==> config.mk <==
export PLATFORM = sky130hd
export DESIGN_NAME = pes_prod_acc
export DESIGN_NICKNAME = d
export VERILOG_FILES = /design/src/rtl/pes_prod_acc.sv
export SDC_FILE = /design/constraint.sdc
export NUM_CORES = 1
export LEC_CHECK = 0
export BUFFER_PORTS_ARGS = -buffer_cell sky130_fd_sc_hd__buf_2
export CORE_UTILIZATION = 60
export DETAILED_ROUTE_END_ITERATION = 16
export PLACE_DENSITY = 0.95
export SLEW_MARGIN = 20
export SYNTH_ARGS = -nofsm -noshare
export SYNTH_HDL_FRONTEND = slang
export SYNTH_SLANG_ARGS = --single-unit
export TNS_END_PERCENT = 20
==> constraint.sdc <==
create_clock -name CLK -period 7.5 [get_ports CLK]
set_clock_uncertainty 0.2 [all_clocks]
set_input_delay 1.5 -clock CLK [delete_from_list [all_inputs] [get_ports CLK]]
set_output_delay 1.5 -clock CLK [all_outputs]
set_load 0.01 [all_outputs]
==> src/rtl/pes_prod_acc.sv <==
// Signed product accumulator: sums a programmed number of multiplier results
// with saturation, then holds the result until the downstream accepts it.
module pes_prod_acc #(
  parameter int unsigned ACC_W = 12
) (
  input  logic                    CLK,
  input  logic                    RST,
  input  logic                    Go,
  input  logic [3:0]              Len,
  input  logic                    Done,
  input  logic [6:0]              Product,
  input  logic                    Ready,
  output logic signed [ACC_W-1:0] Acc,
  output logic                    Valid,
  output logic                    Busy,
  output logic                    Ovf,
  output logic                    Lost
);

  localparam int unsigned CNT_W = 5;
  localparam int unsigned EXT_W = ACC_W - 7;
  localparam logic [ACC_W-1:0] SAT_MAX = {1'b0, {(ACC_W-1){1'b1}}};
  localparam logic [ACC_W-1:0] SAT_MIN = {1'b1, {(ACC_W-1){1'b0}}};

  typedef enum logic [1:0] {
    S_IDLE  = 2'd0,
    S_ACCUM = 2'd1,
    S_HOLD  = 2'd2
  } state_t;

  state_t           r_state;
  state_t           w_state_nxt;
  logic             r_done_d;
  logic [CNT_W-1:0] r_cnt;
  logic [CNT_W-1:0] r_len;
  logic [CNT_W-1:0] w_cnt_nxt;
  logic [CNT_W-1:0] w_len_nxt;
  logic [CNT_W-1:0] w_cnt_inc;
  logic [ACC_W-1:0] r_acc;
  logic [ACC_W-1:0] w_acc_nxt;
  logic [ACC_W-1:0] w_prod_ext;
  logic [ACC_W-1:0] w_acc_sat;
  logic [ACC_W:0]   w_sum;
  logic             r_valid;
  logic             r_busy;
  logic             r_ovf;
  logic             r_lost;
  logic             w_ovf_nxt;
  logic             w_lost_nxt;
  logic             w_evt;
  logic             w_sat;

  // Rising edge of Done is one product, however long Done stays high
  assign w_evt      = Done & ~r_done_d;
  assign w_prod_ext = {{EXT_W{Product[6]}}, Product};
  assign w_sum      = {r_acc[ACC_W-1], r_acc} + {w_prod_ext[ACC_W-1], w_prod_ext};
  assign w_sat      = w_sum[ACC_W] ^ w_sum[ACC_W-1];
  assign w_acc_sat  = !w_sat ? w_sum[ACC_W-1:0] : (w_sum[ACC_W] ? SAT_MIN : SAT_MAX);
  assign w_cnt_inc  = r_cnt + CNT_W'(1);

  always_ff @(posedge CLK or posedge RST) begin
    if (RST) begin
      r_state <= S_IDLE;
    end else begin
      r_state <= w_state_nxt;
    end
  end

  always_comb begin
    w_state_nxt = r_state;
    w_acc_nxt   = r_acc;
    w_ovf_nxt   = r_ovf;
    w_cnt_nxt   = r_cnt;
    w_len_nxt   = r_len;
    w_lost_nxt  = 1'b0;
    case (r_state)
      S_IDLE: begin
        // A product coinciding with Go is dropped, the run starts clean
        w_lost_nxt = w_evt;
        if (Go) begin
          w_len_nxt   = (Len == 4'd0) ? CNT_W'(16) : CNT_W'(Len);
          w_acc_nxt   = '0;
          w_ovf_nxt   = 1'b0;
          w_cnt_nxt   = '0;
          w_state_nxt = S_ACCUM;
        end
      end
      S_ACCUM: begin
        if (w_evt) begin
          w_acc_nxt = w_acc_sat;
          w_ovf_nxt = r_ovf | w_sat;
          w_cnt_nxt = w_cnt_inc;
          if (w_cnt_inc == r_len) begin
            w_state_nxt = S_HOLD;
          end
        end
      end
      S_HOLD: begin
        w_lost_nxt = w_evt;
        if (Ready) begin
          w_state_nxt = S_IDLE;
        end
      end
      default: begin
        w_state_nxt = S_IDLE;
      end
    endcase
  end

  always_ff @(posedge CLK or posedge RST) begin
    if (RST) begin
      r_done_d <= 1'b0;
      r_acc    <= '0;
      r_ovf    <= 1'b0;
      r_cnt    <= '0;
      r_len    <= '0;
      r_lost   <= 1'b0;
      r_valid  <= 1'b0;
      r_busy   <= 1'b0;
    end else begin
      r_done_d <= Done;
      r_acc    <= w_acc_nxt;
      r_ovf    <= w_ovf_nxt;
      r_cnt    <= w_cnt_nxt;
      r_len    <= w_len_nxt;
      r_lost   <= w_lost_nxt;
      r_valid  <= (w_state_nxt == S_HOLD);
      r_busy   <= (w_state_nxt == S_ACCUM);
    end
  end

  assign Acc   = r_acc;
  assign Valid = r_valid;
  assign Busy  = r_busy;
  assign Ovf   = r_ovf;
  assign Lost  = r_lost;

endmodule

==> results.sh <==
export IMPL_status="complete, no violations"
export IMPL_fin_crit_sh_pct=50.96
export IMPL_clockBufferDepth=2
export IMPL_ys_ff_latch=29
export IMPL_dr_pass1_iters=4
export IMPL_synth_cell_types=47
export IMPL_top_level_ports=32
export IMPL_timing_final_crit_period_ns=3.822
export IMPL_layout_nets=260
export IMPL_drt_initial_drc_count=100
export IMPL_clock_fmax_mhz=261.6
export IMPL_cts_root_buffer="clkbuf_4"
export IMPL_cts_sinks=29
export IMPL_die_h_um=59.17
export IMPL_cp_arrival_ns=3.79
export IMPL_combinationalPowerShare_pct=59.5
export IMPL_core_area_um2=3078
export IMPL_dieArea_um2=3501
export IMPL_synthCells=199
export IMPL_crit_path_end_kind="flop"
export IMPL_tightest_slew_ns=0.9267
export IMPL_drive_above_1_share_pct=27.71
export IMPL_clk_insertion_delay_late_ns=0.32
export IMPL_grt_max_degree=30
export IMPL_hold_class="reg2reg"
export IMPL_gp_congestion=0.8662
export IMPL_netlist_area_um2=1961
export IMPL_critPathKind="in2reg"
export IMPL_grt_ovfl_total=0
export IMPL_grt_use_total_pct=24.47
export IMPL_p_leak_nw=1.009
export IMPL_intPower_mw=0.4842
export IMPL_die_w_um=59.17
export IMPL_rsz0062_at_grt="false"
export IMPL_hpwlAfterDp_um=2867
export IMPL_ys_seq_area_share_pct=37.01
export IMPL_io_buffer_count=31
export IMPL_drt_wl_total_um=3785
export IMPL_fin_setup_tns_ns=0
export IMPL_peakVddDrop_mv=0.2191
export IMPL_final_antenna_net_count=0
export IMPL_num_antenna_cells=0
export IMPL_h_tree_depth=2
export IMPL_cts_tree="built"
export IMPL_rows=20
export IMPL_worstPathMaxFanout=12
export IMPL_cp_required_ns=7.47
export IMPL_cts_setup_buffers=0
export IMPL_setup_violations=0
export IMPL_route_vias_total=1618
export IMPL_avgViaCountPerCell=5.884
export IMPL_p_sw_mw=0.3902
export IMPL_cts_repair_resized=0
export IMPL_power_density_nw_per_um2=402.1
export IMPL_synthFlopType="dfrtp_1"
export IMPL_cts_buffers=5
export IMPL_syn2layout_area_growth_pct=10.91
export IMPL_p_clk_share_pct=10.1
export IMPL_async_flop_share_pct=100.0
export IMPL_p_seq_share_pct=30.4
export IMPL_grt_pass1_vias=1478
export IMPL_synth_area_leaders="dfrtp_1 (37%), ha_1 (8.3%), a22oi_2 (5.7%)"
export IMPL_switching_share_pct=44.62
export IMPL_yosys_area_top_type="dfrtp_1"
export IMPL_grt_pass1_wl_um=6368
export IMPL_ctsHoldBuffers=0
export IMPL_wire_per_inst_um=13.76
export IMPL_synth_warnings=0
export IMPL_slew_headroom_pct=38.15
export IMPL_synth_edf_count=0
export IMPL_start_util_pct=63.70
export IMPL_synth_top_cell_area_share_pct=37.01
export IMPL_maxCapViolCount=0
export IMPL_antenna_found_initial=0
export IMPL_syn_area_per_cell_um2=9.852
export IMPL_final_max_slew_viol_count=0
export IMPL_p_total_mw=0.8745
export IMPL_hold_violations=0
export IMPL_setup_worst_path_start_class="input pin"
export IMPL_synthTopCellsByCount="dfrtp_1 (29), nand2_1 (20), a21oi_1 (15), o21ai_0 (14), ha_1 (13)"
export IMPL_synth_nets=229
export IMPL_path_clk_slew_ns=0.08
export IMPL_yosysMostFrequentCell="dfrtp_1"
export IMPL_drc=0
sequential cells by signal, indices dropped and copies added (netlist names):
signal,count
r_len,5
Ovf,1
Busy,1
r_state,2
r_done_d,1
Valid,1
Lost,1
Acc,12
r_cnt,5
cell usage in the layout, fill, tap and decap left out, types with 3 or more instances in the layout:
cell	Yosys	final
buf_2	3	31
dfrtp_1	29	29
nand2_1	20	20
a21oi_1	15	15
o21ai_0	14	14
ha_1	13	13
a22oi_2	9	9
xnor2_1	8	8
nor2_1	7	7
inv_1	7	6
xor2_1	6	6
mux2_2	5	5
clkbuf_4	0	5
nand2b_1	4	4
nor3_1	4	4
o21ai_2	4	4
nand3_1	4	4
a21o_1	4	4
nor2b_1	3	3
a211oi_1	3	3
a21boi_0	3	3
clkbuf_1	2	3
per-layer routing:
layer | wire, um | share of wire (%) | GRT usage, %
met5 | 0 | 0 | 0
met4 | 94 | 2.5 | 10.88
met3 | 123 | 3.2 | 3.712
met2 | 1872 | 49 | 40.10
met1 | 1694 | 45 | 32.15
cells by family (layout without fill, tap and decap cells):
logic type | Yosys count | after routing | synth area share [%]
flip-flops | 29 | 29 | 37.01
AND/OR/NAND/NOR | 56 | 56 | 14.93
buffers and inverters | 14 | 46 | 3.638
adder cells (fa/ha/maj) | 14 | 14 | 9.317
XOR/XNOR | 15 | 15 | 7.084
multiplexers | 6 | 6 | 3.382
AO/OA/AOI/OAI | 65 | 65 | 24.63
critical path, stage by stage:
cell and delay, ns:
buf_2 0.08, ha_1 0.19, inv_1 0.07, fa_1 0.40
nor2b_1 0.18, o211ai_2 0.12, a31o_4 0.28, o21ai_2 0.18
xor2_2 0.63, o22ai_2 0.17
cell type report:
class / count / area [um^2]
timing repair buffer: 31 / 155.1
inverter: 7 / 26.28
tap: 44 / 55.05
fill: 252 / 903.4
multi-input combinational: 156 / 1164
clock buffer: 8 / 48.80
sequential: 29 / 725.7
stage by stage:
step                cell area, um^2  setup WS (ns)  hold slack [ns]  utilization [%]  cells
floorplan                      1961          3.926           0.2692                -    199
global placement               2126          3.406           0.2843            69.07    267
detailed placement             2126          3.341           0.2908            69.07    267
CTS                            2175          3.678           0.3099            70.65    275
global route                   2175          3.544           0.3307            70.65    275
finish                         2175          3.678           0.3042            70.65    275
power by group through the flow:
stage               logic, mW  registers, mW  clock network, mW
CTS                     0.520          0.266             0.0915
detailed placement      0.517          0.269                  0
global route            0.577          0.274             0.0971
global placement        0.497          0.266                  0
finish                  0.520          0.266             0.0882
floorplan               0.414          0.273                  0
path summary, 6_finish.rpt:
kind	from	to	slack [ns]	cells past startpoint
min in group asynchronous	RST	Acc[1]	1.03	2
min	Acc[11]	Acc[11]	0.30	1
max in group asynchronous	RST	Ovf	5.68	2
min reg2reg	Acc[11]	Acc[11]	0.30	1
max reg2reg	Acc[0]	Ovf	4.52	9
max	Product[0]	Ovf	3.68	10
(Power assumes the default switching activity.)
